===== config.mk =====
export PLATFORM = sky130hd
export DESIGN_NAME = if_id_stage_mod_flat
export DESIGN_NICKNAME = d
export VERILOG_FILES = /design/src/rtl/if_id_stage_mod_if.sv /design/src/rtl/if_id_stage_mod.sv /design/src/flat_wrapper.sv
export SDC_FILE = /design/constraint.sdc
export NUM_CORES = 1
export LEC_CHECK = 0
export ABC_AREA = 1
export CAP_MARGIN = 10
export CELL_PAD_IN_SITES_DETAIL_PLACEMENT = 1
export CELL_PAD_IN_SITES_GLOBAL_PLACEMENT = 1
export CORE_MARGIN = 8
export CORE_UTILIZATION = 33
export CTS_CLUSTER_SIZE = 30
export DETAILED_ROUTE_END_ITERATION = 8
export PLACE_DENSITY_LB_ADDON = 0.3
export RECOVER_POWER = 50
export SKIP_LAST_GASP = 1
export SYNTH_ARGS = -nofsm -noshare
export SYNTH_HDL_FRONTEND = slang
export SYNTH_SLANG_ARGS = --single-unit

===== constraint.sdc =====
create_clock -name clk_i -period 2.5 [get_ports clk_i]
set_input_delay 0.5 -clock clk_i [delete_from_list [all_inputs] [get_ports clk_i]]
set_output_delay 0.5 -clock clk_i [all_outputs]
set_load 0.01 [all_outputs]

===== src/rtl/if_id_stage_mod_if.sv =====
// -----------------------------------------------------------------------------
// if_id_stage_mod_if
//   Instruction-memory bus between the fetch stage and the instruction memory.
//   The memory read is combinational: imem_data_i reflects imem_addr_o in the
//   same cycle.
//
//   Signals (names are relative to the fetch stage):
//     imem_addr_o  [31:0]  fetch address, driven by the stage (current PC)
//     imem_data_i  [31:0]  instruction word, driven by the memory
//
//   Modports:
//     master  - fetch stage (drives address, receives data)
//     slave   - instruction memory (receives address, drives data)
// -----------------------------------------------------------------------------
interface if_id_stage_mod_if;
    logic [31:0] imem_addr_o;
    logic [31:0] imem_data_i;

    modport master (output imem_addr_o, input  imem_data_i);
    modport slave  (input  imem_addr_o, output imem_data_i);
endinterface : if_id_stage_mod_if


===== src/rtl/if_id_stage_mod.sv =====
// -----------------------------------------------------------------------------
// if_id_stage_mod
//   Fetch side of the pipelined RISC: program counter, instruction-memory
//   address and the IF/ID pipeline register with stall and flush. The latched
//   instruction is sliced into the fields the ID stage needs.
//
//   Instruction format: opcode[31:27] Ra[26:22] Rb[21:17] imm[16:5] Rc[4:0]
//
//   Parameters:
//     RESET_PC   PC loaded on reset (bits [1:0] must be 0)
//     LONG_OPC   opcode selecting the 17-bit imm+Rc immediate form
//     NOP_INSTR  instruction word held in IF/ID after reset or flush
//
//   Ports:
//     clk_i        in   clock, rising edge
//     rst_ni       in   asynchronous active-low reset
//     stall_i      in   hold PC and IF/ID
//     redirect_i   in   taken branch/jump; load target_i and flush IF/ID
//     target_i     in   redirect target (low two bits ignored)
//     imem         if   instruction-memory bus (master)
//     valid_o      out  IF/ID holds a real instruction
//     pc_o         out  PC of the instruction in IF/ID
//     instr_o      out  latched instruction word
//     opcode_o / ra_o / rb_o / imm_o / rc_o  out  field slices of instr_o
//     ext_ctrl_o   out  1 when a valid LONG_OPC instruction is in IF/ID
//
//   Optional feature (macro PERF_CNT_EN):
//     stall_cnt_o  out  saturating count of cycles with stall_i=1, redirect_i=0
//     flush_cnt_o  out  saturating count of cycles with redirect_i=1
// -----------------------------------------------------------------------------
module if_id_stage_mod #(
    parameter logic [31:0] RESET_PC  = 32'h0000_0000,
    parameter logic [4:0]  LONG_OPC  = 5'b10110,
    parameter logic [31:0] NOP_INSTR = 32'h0000_0000
) (
    input  logic                clk_i,
    input  logic                rst_ni,
    input  logic                stall_i,
    input  logic                redirect_i,
    input  logic [31:0]         target_i,
    if_id_stage_mod_if.master   imem,
    output logic                valid_o,
    output logic [31:0]         pc_o,
    output logic [31:0]         instr_o,
    output logic [4:0]          opcode_o,
    output logic [4:0]          ra_o,
    output logic [4:0]          rb_o,
    output logic [11:0]         imm_o,
    output logic [4:0]          rc_o,
    output logic                ext_ctrl_o
`ifdef PERF_CNT_EN
    ,
    output logic [31:0]         stall_cnt_o,
    output logic [31:0]         flush_cnt_o
`endif
);

    logic [31:0] r_pc;
    logic        r_valid;
    logic [31:0] r_id_pc;
    logic [31:0] r_instr;
    logic [31:0] w_target_aligned;

    // Masking (rather than slicing) keeps every target bit consumed while
    // dropping the misaligned low bits.
    assign w_target_aligned = target_i & ~32'h0000_0003;

    // Priority: reset > redirect > stall > advance. PC + 4 wraps modulo 2^32.
    // NOTE: all state here uses non-blocking assignments so every register
    // samples the pre-edge values of its neighbours (pc_id gets the old PC).
    always_ff @(posedge clk_i or negedge rst_ni) begin
        if (!rst_ni) begin
            r_pc    <= RESET_PC;
            r_valid <= 1'b0;
            r_id_pc <= 32'h0000_0000;
            r_instr <= NOP_INSTR;
        end else if (redirect_i) begin
            r_pc    <= w_target_aligned;
            r_valid <= 1'b0;
            r_id_pc <= 32'h0000_0000;
            r_instr <= NOP_INSTR;
        end else if (!stall_i) begin
            r_pc    <= r_pc + 32'd4;
            r_valid <= 1'b1;
            r_id_pc <= r_pc;
            r_instr <= imem.imem_data_i;
        end
    end

    // The fetch address is the PC register itself: no combinational path
    // from stall_i or redirect_i reaches the memory.
    assign imem.imem_addr_o = r_pc;

    assign valid_o    = r_valid;
    assign pc_o       = r_id_pc;
    assign instr_o    = r_instr;
    assign opcode_o   = r_instr[31:27];
    assign ra_o       = r_instr[26:22];
    assign rb_o       = r_instr[21:17];
    assign imm_o      = r_instr[16:5];
    assign rc_o       = r_instr[4:0];
    // Bubbles always select the short immediate form.
    assign ext_ctrl_o = r_valid && (r_instr[31:27] == LONG_OPC);

`ifdef PERF_CNT_EN
    logic [31:0] r_stall_cnt;
    logic [31:0] r_flush_cnt;

    // A stall that coincides with a redirect is counted only as a flush.
    always_ff @(posedge clk_i or negedge rst_ni) begin
        if (!rst_ni) begin
            r_stall_cnt <= 32'h0000_0000;
            r_flush_cnt <= 32'h0000_0000;
        end else begin
            if (stall_i && !redirect_i && (r_stall_cnt != 32'hFFFF_FFFF))
                r_stall_cnt <= r_stall_cnt + 32'd1;
            if (redirect_i && (r_flush_cnt != 32'hFFFF_FFFF))
                r_flush_cnt <= r_flush_cnt + 32'd1;
        end
    end

    assign stall_cnt_o = r_stall_cnt;
    assign flush_cnt_o = r_flush_cnt;
`endif

endmodule : if_id_stage_mod


===== src/flat_wrapper.sv =====
// flat-port wrapper written by rule: the top's interface ports become plain ports
module if_id_stage_mod_flat 
#(
    parameter logic [31:0] RESET_PC  = 32'h0000_0000,
    parameter logic [4:0]  LONG_OPC  = 5'b10110,
    parameter logic [31:0] NOP_INSTR = 32'h0000_0000
)
  (clk_i, rst_ni, stall_i, redirect_i, target_i, valid_o, pc_o, instr_o, opcode_o, ra_o, rb_o, imm_o, rc_o, ext_ctrl_o, imem_imem_addr_o, imem_imem_data_i);
  if_id_stage_mod_if imem_i ();
  input  logic clk_i;
  input  logic rst_ni;
  input  logic stall_i;
  input  logic redirect_i;
  input  logic [31:0] target_i;
  output logic valid_o;
  output logic [31:0] pc_o;
  output logic [31:0] instr_o;
  output logic [4:0] opcode_o;
  output logic [4:0] ra_o;
  output logic [4:0] rb_o;
  output logic [11:0] imm_o;
  output logic [4:0] rc_o;
  output logic ext_ctrl_o;
  output wire logic [$bits(imem_i.imem_addr_o)-1:0] imem_imem_addr_o;
  input wire logic [$bits(imem_i.imem_data_i)-1:0] imem_imem_data_i;
  assign imem_imem_addr_o = imem_i.imem_addr_o;
  assign imem_i.imem_data_i = imem_imem_data_i;
  if_id_stage_mod #(.RESET_PC(RESET_PC), .LONG_OPC(LONG_OPC), .NOP_INSTR(NOP_INSTR)) u_core (.clk_i(clk_i), .rst_ni(rst_ni), .stall_i(stall_i), .redirect_i(redirect_i), .target_i(target_i), .imem(imem_i), .valid_o(valid_o), .pc_o(pc_o), .instr_o(instr_o), .opcode_o(opcode_o), .ra_o(ra_o), .rb_o(rb_o), .imm_o(imm_o), .rc_o(rc_o), .ext_ctrl_o(ext_ctrl_o));
endmodule

==> impl_metrics.tcl <==
set metrics [dict create \
    dpl-instance-area_mm2 0.00677 \
    rows 44 \
    pre_cts_slack_ps 427 \
    yosys_warnings 0 \
    wirelength_mm 17.9 \
    ys_ff_latch 94 \
    portBuffers 193 \
    violations "max-capacitance violations, max-slew violations" \
    maxSlewViolCount 31 \
    synthToLayoutAreaGrowth_pct 46.6 \
    yosys.cell_types.count 27 \
    io_pins 198 \
    dr.first_iter.drc_count 226 \
    dr.pass1.iters 4 \
    drive_gt1_share_pct 7.28 \
    gp_congestion 0.855 \
    synth.top_cells.by_count "nand2_1 (190), dfrtp_1 (94), nor2_1 (44), nand3_1 (38), buf_4 (36)" \
    vdd_ir_drop_max_v 0.000303 \
    fin_nets 820 \
    cts_tree "built" \
    cts_hold_buffers 0 \
    yosys.area_share.simple_pct 27.6 \
    vias 4718 \
    grt_max_degree 47 \
    finalSetupViolCount 0 \
    final_util_pct 49.0 \
    maxSlewHeadroom_pct -12.4 \
    synth_edf_count 0 \
    hpwlAfterDp_mm 13.9 \
    die_y_um 137 \
    cts_resized 0 \
    h-tree-depth 3 \
    yosys.area.top_type "dfrtp_1" \
    postCtsSetupBuffers 0 \
    worstSetupEndpointType "output port" \
    grt_overflow_total 0 \
    cts_root_buffer "clkbuf_16" \
    yosysMostFrequentCell "nand2_1" \
    worstSkewPairLatency_ps 350 \
    antenna_found_initial 0 \
    numCtsBuffers 9 \
    synth_compound_area_share_pct 12.1 \
    drv_cap 1 \
    synth_flop_cell "dfrtp_1" \
    synthArstFlopShare_pct 100 \
    worst_slack_ps 239 \
    synth_top_family_by_area "simple AND/OR/NAND/NOR gates" \
    synthTopCellsByArea "dfrtp_1 (49%), nand2_1 (15%), a22o_1 (5.7%)" \
    grtUsageTotal_pct 19.5 \
    post-route-cell-area_mm2 0.00704 \
    rsz0062_at_grt "false" \
    synth-xor-area-share_pct 0 \
    grt_pass1_vias 4958 \
    wl_per_cell_um 19.1 \
    synth_mux_area_share_pct 0 \
    p_leak_nw 3.09 \
    finalCritPeriodShare_pct 90.4 \
    ys_seq_area_share_pct 49.0 \
    grt_pass1_wl_mm 28.1 \
    fp.dieArea_mm2 0.0187 \
    tns_ps 0 \
    synthCells 591 \
    vias_per_cell 5.02 \
    synth.top_cell.area_share_pct 49.0 \
    n_fill_cell 1701 \
    hold_viol_final 0 \
    antenna_cells 0 \
    ant_nets 0 \
    worstPathRequired_ps 2000 \
    clock.fmax_ghz 0.442 \
    syn_area_per_cell_um2 8.13 \
    period_needed_ps 2260 \
    worstPathArrival_ps 1760 \
    die_width_um 137 \
    core-area_mm2 0.0144 \
    cts.sinks 94 \
    tightestPinTransition_ps 1690 \
    synth_fa_ha_area_share_pct 0.260 \
    path_class "reg2out" \
    status "complete, but fails checks" \
    p_per_area_mw_per_mm2 594 \
    start_util_pct 33.4 \
    drt_drc_violations_left 0 \
    cp-start-kind "register" \
    clock_path_buffers 2 \
    fin_skew_ps 10.8 \
    hold_path.class "reg2reg" \
    syn-cell-area_mm2 0.00480 \
    worst-path-max-fanout 3 \
    path_clk_slew_ps 70 \
]
path summary, 6_finish.rpt:
path / startpoint / endpoint / slack (ps) / cells past startpoint
max: u_core.instr_o[30] / ext_ctrl_o / 240 / 4
min: u_core.pc_o[3] / u_core.pc_o[3] / 480 / 2
max reg2reg: u_core.imem.imem_addr_o[3] / u_core.imem.imem_addr_o[20] / 680 / 10
min reg2reg: u_core.pc_o[3] / u_core.pc_o[3] / 480 / 2
max in group asynchronous: rst_ni / u_core.pc_o[12] / 630 / 2
min in group asynchronous: rst_ni / u_core.instr_o[7] / 590 / 1
layout make-up:
cell class              count  area [um^2]  area share, %
clock inverters             7         80.1           1.14
inverters                  41          154           2.19
repair buffers            207         2070           29.5
flip-flops and latches     94         2350           33.4
multi-input cells         398         1920           27.3
clock buffers               9          225           3.20
well taps                 184          230           3.27
critical path, stage by stage, from the launching register on:
cell and delay, ps:
dfrtp_1 400, inv_1 80, nand4_1 80, nor3_1 240, clkdlybuf4s50_1 610
report_power, final:
part	internal [W]	leakage, nW	switching, W
Clock	0.000788	0.143	0.000641
Combinational	0.000482	1.75	0.000480
Sequential	0.00164	1.19	0.000150
cell families (layout without fill, tap and decap cells):
logic type,count (synthesis),after routing
simple gates,306,306
buf+inv,100,264
flops,94,94
compound gates,89,89
fa+ha+maj,1,1
other cells,1,2
layer usage:
layer	track usage [%]	vias to the layer above	wire length (um)
met5	0	-	0
met4	5.86	0	238
met3	4.52	20	1430
met2	34.1	160	8920
met1	23.1	2331	7350
li1	-	2207	-
registers in the layout (all words and copies together) (netlist names):
signal / count
u_core.pc_o: 31
u_core.instr_o: 32
u_core.imem.imem_addr_o: 30
u_core.valid_o: 1
per-stage QoR:
stage	hold slack, ps	power, W	std cells
floorplan	204	0.00221	592
global placement	455	0.00277	924
detailed placement	455	0.00280	924
CTS	82.0	0.00425	940
global route	498	0.00439	940
finish	477	0.00418	940
cell usage in the layout, fill, tap and decap left out, types with 7 or more instances in the layout:
| master | instances |
|---|---|
| a22o_1 | 31 |
| nor2_4 | 9 |
| clkbuf_16 | 9 |
| nand4_1 | 7 |
| clkdlybuf4s50_1 | 191 |
| inv_1 | 35 |
| nor2_1 | 45 |
| dfrtp_1 | 94 |
| nand2_1 | 190 |
| a21oi_1 | 10 |
| nand3_1 | 38 |
| o21ai_0 | 35 |
(Power assumes the default switching activity.)
